## src/rtl/ads42_cfg_ctrl.sv

```systemverilog
// ads42_cfg_ctrl: power-up / register configuration sequencer for the ADS42 ADC.
// Waits a power-up delay, walks a register table ROM and issues one SPI write per
// entry through the ads42_spi_master start/data/done handshake. Optionally reads
// each register back, retries on mismatch and reports done or a coded error.
module ads42_cfg_ctrl #(
  parameter int NUM_REGS  = 16,
  parameter int ROM_AW    = 8,
  parameter int PWR_DLY   = 1000,
  parameter int START_LEN = 4,
  parameter int TO_CNT    = 8000,
  parameter bit VERIFY_EN = 1'b1,
  parameter int MAX_RETRY = 2,
  parameter int OPT_CNT   = 16
) (
  input  logic              sys_clk,
  input  logic              rst_n,
  input  logic              i_cfg_start,
  output logic              o_busy,
  output logic              o_cfg_done,
  output logic              o_cfg_err,
  output logic [1:0]        o_err_code,
  output logic [6:0]        o_err_addr,
  output logic [ROM_AW-1:0] o_rom_addr,
  input  logic [15:0]       i_rom_data,
  output logic [15:0]       o_spi_dat,
  output logic              o_spi_start,
  output logic [7:0]        o_spi_opt_cnt,
  input  logic              i_spi_done,
  input  logic [7:0]        i_spi_rdata,
  input  logic              i_spi_rvalid
);

  // Terminal values; a delay of 0 or 1 still spends one cycle in the state.
  localparam int PWR_LAST = (PWR_DLY > 1) ? PWR_DLY - 1 : 0;
  localparam int TO_LAST  = (TO_CNT > 1) ? TO_CNT - 1 : 0;
  localparam int DW = $clog2(PWR_LAST + 2);
  localparam int TW = $clog2(TO_LAST + 2);
  localparam int SW = $clog2(START_LEN + 2);
  localparam int RW = $clog2(MAX_RETRY + 2);

  localparam logic [1:0] ERR_TIMEOUT  = 2'b01;
  localparam logic [1:0] ERR_MISMATCH = 2'b10;

  typedef enum logic [3:0] {
    S_IDLE, S_PWR_WAIT, S_FETCH, S_LATCH, S_WR_START, S_WR_WAIT,
    S_RD_START, S_RD_WAIT, S_NEXT, S_DONE, S_ERR
  } state_t;

  state_t        r_state;
  logic          r_start_cur;
  logic          r_start_prev;
  logic [DW-1:0] r_dly;
  logic [TW-1:0] r_to;
  logic [SW-1:0] r_scnt;
  logic [RW-1:0] r_retry;
  logic [7:0]    r_idx;
  logic [14:0]   r_cur_word;

  logic          w_rise;
  logic          w_can_start;
  logic          w_rd_ok;
  logic          w_last;
  logic          w_to_hit;
  logic [15:0]   w_wr_word;
  logic [15:0]   w_rd_word;
  logic          w_unused_rom_msb;

  // Bit 15 of a table word carries no meaning; the R/W flag is generated here.
  assign w_unused_rom_msb = i_rom_data[15];

  assign o_spi_opt_cnt = 8'(OPT_CNT);
  assign w_rise        = r_start_cur & ~r_start_prev;
  assign w_can_start   = w_rise && (r_state == S_IDLE || r_state == S_DONE || r_state == S_ERR);
  assign w_rd_ok       = i_spi_rvalid && (i_spi_rdata == r_cur_word[7:0]);
  assign w_last        = (r_idx + 8'd1) == 8'(NUM_REGS);
  assign w_to_hit      = r_to >= TW'(TO_LAST);
  assign w_wr_word     = {1'b0, r_cur_word};
  assign w_rd_word     = {1'b1, r_cur_word[14:8], 8'h00};

  // Register the start request once and keep the previous sample for edge detection.
  always_ff @(posedge sys_clk) begin
    if (!rst_n) begin
      r_start_cur  <= 1'b0;
      r_start_prev <= 1'b0;
    end else begin
      r_start_cur  <= i_cfg_start;
      r_start_prev <= r_start_cur;
    end
  end

  // Configuration sequencer: power-up wait, table walk, write/verify/retry, status.
  always_ff @(posedge sys_clk) begin
    if (!rst_n) begin
      r_state     <= S_IDLE;
      r_dly       <= '0;
      r_to        <= '0;
      r_scnt      <= '0;
      r_retry     <= '0;
      r_idx       <= '0;
      r_cur_word  <= '0;
      o_busy      <= 1'b0;
      o_cfg_done  <= 1'b0;
      o_cfg_err   <= 1'b0;
      o_err_code  <= '0;
      o_err_addr  <= '0;
      o_rom_addr  <= '0;
      o_spi_dat   <= '0;
      o_spi_start <= 1'b0;
    end else if (w_can_start) begin
      r_state    <= S_PWR_WAIT;
      r_dly      <= '0;
      o_busy     <= 1'b1;
      o_cfg_done <= 1'b0;
      o_cfg_err  <= 1'b0;
      o_err_code <= '0;
      o_err_addr <= '0;
    end else begin
      case (r_state)
        S_PWR_WAIT: begin
          if (r_dly >= DW'(PWR_LAST)) begin
            if (NUM_REGS == 0) begin
              r_state    <= S_DONE;
              o_busy     <= 1'b0;
              o_cfg_done <= 1'b1;
            end else begin
              r_idx      <= '0;
              o_rom_addr <= '0;
              r_state    <= S_FETCH;
            end
          end else begin
            r_dly <= r_dly + DW'(1);
          end
        end
        // ROM address is presented here; data is valid on the following cycle.
        S_FETCH: r_state <= S_LATCH;
        S_LATCH: begin
          r_cur_word <= i_rom_data[14:0];
          r_retry    <= '0;
          o_spi_dat  <= {1'b0, i_rom_data[14:0]};
          r_scnt     <= '0;
          r_state    <= S_WR_START;
        end
        // Shared pulse generator: data settles one cycle before start rises.
        S_WR_START, S_RD_START: begin
          if (r_scnt == SW'(START_LEN)) begin
            o_spi_start <= 1'b0;
            r_to        <= '0;
            r_state     <= (r_state == S_WR_START) ? S_WR_WAIT : S_RD_WAIT;
          end else begin
            o_spi_start <= 1'b1;
            r_scnt      <= r_scnt + SW'(1);
          end
        end
        S_WR_WAIT: begin
          if (i_spi_done) begin
            if (VERIFY_EN) begin
              o_spi_dat <= w_rd_word;
              r_scnt    <= '0;
              r_state   <= S_RD_START;
            end else begin
              r_state <= S_NEXT;
            end
          end else if (w_to_hit) begin
            r_state    <= S_ERR;
            o_busy     <= 1'b0;
            o_cfg_err  <= 1'b1;
            o_err_code <= ERR_TIMEOUT;
            o_err_addr <= r_cur_word[14:8];
          end else begin
            r_to <= r_to + TW'(1);
          end
        end
        S_RD_WAIT: begin
          if (i_spi_done) begin
            if (w_rd_ok) begin
              r_state <= S_NEXT;
            end else if (r_retry < RW'(MAX_RETRY)) begin
              r_retry   <= r_retry + RW'(1);
              o_spi_dat <= w_wr_word;
              r_scnt    <= '0;
              r_state   <= S_WR_START;
            end else begin
              r_state    <= S_ERR;
              o_busy     <= 1'b0;
              o_cfg_err  <= 1'b1;
              o_err_code <= ERR_MISMATCH;
              o_err_addr <= r_cur_word[14:8];
            end
          end else if (w_to_hit) begin
            r_state    <= S_ERR;
            o_busy     <= 1'b0;
            o_cfg_err  <= 1'b1;
            o_err_code <= ERR_TIMEOUT;
            o_err_addr <= r_cur_word[14:8];
          end else begin
            r_to <= r_to + TW'(1);
          end
        end
        S_NEXT: begin
          r_idx <= r_idx + 8'd1;
          if (w_last) begin
            r_state    <= S_DONE;
            o_busy     <= 1'b0;
            o_cfg_done <= 1'b1;
          end else begin
            o_rom_addr <= ROM_AW'(r_idx + 8'd1);
            r_state    <= S_FETCH;
          end
        end
        // Idle and terminal states hold until a new start is accepted.
        S_IDLE, S_DONE, S_ERR: ;
        default: r_state <= S_IDLE;
      endcase
    end
  end

endmodule

```

## config.mk

```make
export PLATFORM = sky130hd
export DESIGN_NAME = ads42_cfg_ctrl
export DESIGN_NICKNAME = d
export VERILOG_FILES = /design/src/rtl/ads42_cfg_ctrl.sv
export SDC_FILE = /design/constraint.sdc
export NUM_CORES = 1
export LEC_CHECK = 0
export CAP_MARGIN = 30
export CORE_UTILIZATION = 45
export DETAILED_ROUTE_END_ITERATION = 10
export HOLD_SLACK_MARGIN = 0.15
export PLACE_DENSITY = 0.76
export SLEW_MARGIN = 0
export SYNTH_ARGS = -nofsm -noshare
export SYNTH_HDL_FRONTEND = slang
export SYNTH_SLANG_ARGS = --single-unit
```

## constraint.sdc

```tcl
create_clock -name sys_clk -period 2.21 [get_ports sys_clk]
set_input_delay 0.442 -clock sys_clk [delete_from_list [all_inputs] [get_ports sys_clk]]
set_output_delay 0.442 -clock sys_clk [all_outputs]
set_load 0.02 [all_outputs]
```

==> out/results.tsv <==
stage	metric	value	unit
status	status	finished, final reports clean	
cts	clock buffer count from CTS	9	
route	post-route antenna net violation count	0	
floorplanning	Row Count	36	
floorplanning	DIE AREA	10600	µm²
timing	Final Setup Violations	0	
yosys	sequential area share after synthesis	0.411	
timing	unrepaired setup endpoints after global routing	false	
timing	final hold vios	0	
route	DRT Pass-1 Iters	4	
place	Final GP Congestion	0.846	
layout	n_diodes	0	
floorplanning	I/O pin cnt	74	
layout	# nets final	653	
grt	Remaining Overflow, GRT	0	
worst_setup_path	critical path class	register to register	
yosys	average size of a mapped cell	8.55	µm²
timing	fin crit period	2050	ps
layout	most frequent cells in the layout	dfxtp_1, nand2_1, clkdlybuf4s50_1, nor2_1, buf_4	
cts	clock root buffer	clkbuf_8	
floorplanning	Die Wd	103	µm
timing	Setup TNS Final	0	ps
route	DR vias	4022	
cts	# clock sinks	94	
yosys	Synth cell types	60	
grt	first-pass GRT wire length	17600	µm
layout	Layout area overhead	25.3	%
route	Wirelength per Cell	13.9	µm
place	number of I/O port buffers	64	
timing	Clock Skew	14.8	ps
yosys	Primary FF master, synth	dfxtp_1	
pwr	Leak	2.27	nW
grt	met2 usage	0.347	
grt	antenna violations before repair	0	
grt	largest net degree at the start of global routing	31	
floorplanning	DIE HEIGHT	103	µm
timing	Tcrit/Tclk final	0.927	
timing	worst-margin pin slew	503	ps
grt	GR peak layer	met2	
hold_path	worst min path class	register to register	
place	Placed Area	5550	µm²
worst_setup_path	Crit. End Element	register	
cts	clock slew at reported path FFs	100	ps
yosys	Mapped Area	4580	µm²
route	vias per inst	5.31	
place	post-DP HPWL	7510	µm
yosys	synthesized flop and latch total	94	
grt	vias in the first global route	3962	
route	total wire length	10500	µm
grt	GR Util met1	0.258	
grt	GRT Util Overall	0.211	
timing	Fmax achieved	488	MHz
worst_setup_path	Worst EP required	2520	ps
timing	worst relative slew slack	0.664	
flow_run	max-cap viol count	0	
cts	H-tree Lvls	3	
worst_setup_path	Crit Path Max Fanout	3	
pwr	worst vdd ir	0.372	mV
floorplanning	core region area	9820	µm²
worst_setup_path	crit path DAT	2360	ps
route	Post-route DRC	0	
layout	share of layout cells above drive strength 1	0.106	
pwr	P per Cell Area	518	nW/µm²
route	DR iter-0 viols	181	
layout	commonest non-fill, non-tap cell in the layout	dfxtp_1	
cts	clock insertion delay at the later pin of the skew report	360	ps
layout	Final Cell Area	5740	µm²
yosys	Post-synth EDFFs	0	
yosys	synthesized instance count	536	
worst_setup_path	startpoint types	register	
grt	met3 GRT Util	0.0515	
floorplanning	Starting Density	0.467	
cts	Clock Tree Buf Depth	2	
cts	CTS tree	built	
yosys	ys async rst share	0	
timing	Slew Viols, Final	0	
yosys	YS warnings	0	
[power by group]
group | switching, mW | internal (mW)
Sequential | 0.00357 | 1.70
Combinational | 0.0866 | 0.0888
Clock | 0.640 | 0.456
Total | 0.730 | 2.24
[path summary, 6_finish.rpt]
path / startpoint / endpoint / slack [ps] / depth (start not counted)
max: r_scnt[0] / r_scnt[1] / 160 / 10
min: o_err_code[0] / o_err_code[0] / 470 / 2
max reg2reg: r_scnt[0] / r_scnt[1] / 160 / 10
min reg2reg: o_err_code[0] / o_err_code[0] / 470 / 2
[through the flow]
stage	util	hold WS (ps)	instances	total power [mW]	setup WS [ps]
after floorplan	-	430	542	1.84	289
after global placement	0.565	446	741	1.91	-65.7
after detailed placement	0.565	454	741	1.91	-123
after CTS	0.584	475	757	3.00	147
after global routing	0.585	494	757	3.08	6.55
final	0.585	469	757	2.97	162
[state kept, by name, indices dropped and copies added, names as in the netlist, 4 cells and up]
| register | flops |
|---|---|
| o_spi_dat | 16 |
| r_idx | 8 |
| o_err_addr | 7 |
| r_state | 4 |
| o_rom_addr | 8 |
| r_dly | 10 |
| r_cur_word | 15 |
| r_to | 13 |
[worst max-delay path, stage by stage, from the launching register on]
cell and delay (ps):
dfxtp_1 350, inv_1 70, ha_1 210, a21oi_1 290, a22oi_1 160, buf_4 170, a211o_1 210, a21oi_1 130
buf_4 140, mux2i_1 160, and2_1 120
[per-layer routing]
| metal | vias up | routed length, µm |
|---|---|---|
| li1 | 2018 | - |
| met1 | 1886 | 4750 |
| met3 | 16 | 548 |
| met4 | 0 | 181 |
| met2 | 102 | 5020 |
| met5 | - | 0 |
[area by class of cell]
type                            instances  area (µm²)
Fill cell                             914        4080
Timing Repair Buffer                  102         951
Sequential cell                        94        1880
Clock buffer                           10         138
Inverter                                8        30.0
Clock inverter                          6        51.3
Tap cell                              133         166
Multi-Input combinational cell        404        2520
[synthesized netlist by cell type, drive strengths merged, types with 2 or more instances]
library cell	n	area (µm²)
a22oi	2	15.0
xor2	17	149
o41ai	2	17.5
and2	10	62.6
ha	5	62.6
nor3	8	40.0
clkbuf	19	71.3
o211a	16	160
a31o	2	17.5
nand2	80	303
a211o	3	26.3
nor2b	14	87.6
a21oi	26	130
o31ai	2	28.8
o2bb2ai	4	35.0
nor4	3	33.8
nor3b	5	37.5
and3	11	68.8
buf	17	109
mux2i	17	170
a22o	5	43.8
nand3	12	60.1
a31oi	5	46.3
nand4	12	81.3
nor2	54	205
a21o	3	22.5
a21boi	16	120
or3	3	18.8
o22ai	2	12.5
o21ai	15	75.1
o21a	2	15.0
inv	8	30.0
xnor2	17	149
nand2b	8	50.1
conb	2	7.51
dfxtp	94	1880
[repair_timing]
action                     4_1_cts  5_1_grt
buffers inserted                 0        0
gates resized for setup          0        1
hold buffers                     0        0
setup endpoints to repair        0        4
[cell families (layout without fill, tap and decap cells)]
| logic type | Yosys count | after routing | share of synthesized area |
|---|---|---|---|
| buffers and inverters | 44 | 126 | 0.0459 |
| AND/OR/NAND/NOR | 227 | 227 | 0.242 |
| multiplexers | 17 | 17 | 0.0371 |
| flip-flops | 94 | 94 | 0.411 |
| AO/OA/AOI/OAI | 113 | 113 | 0.184 |
| other | 2 | 8 | 0.00164 |
| adder cells (fa/ha/maj) | 5 | 5 | 0.0137 |
| XOR/XNOR | 34 | 34 | 0.0650 |
Power figures use the tool's default switching activity.
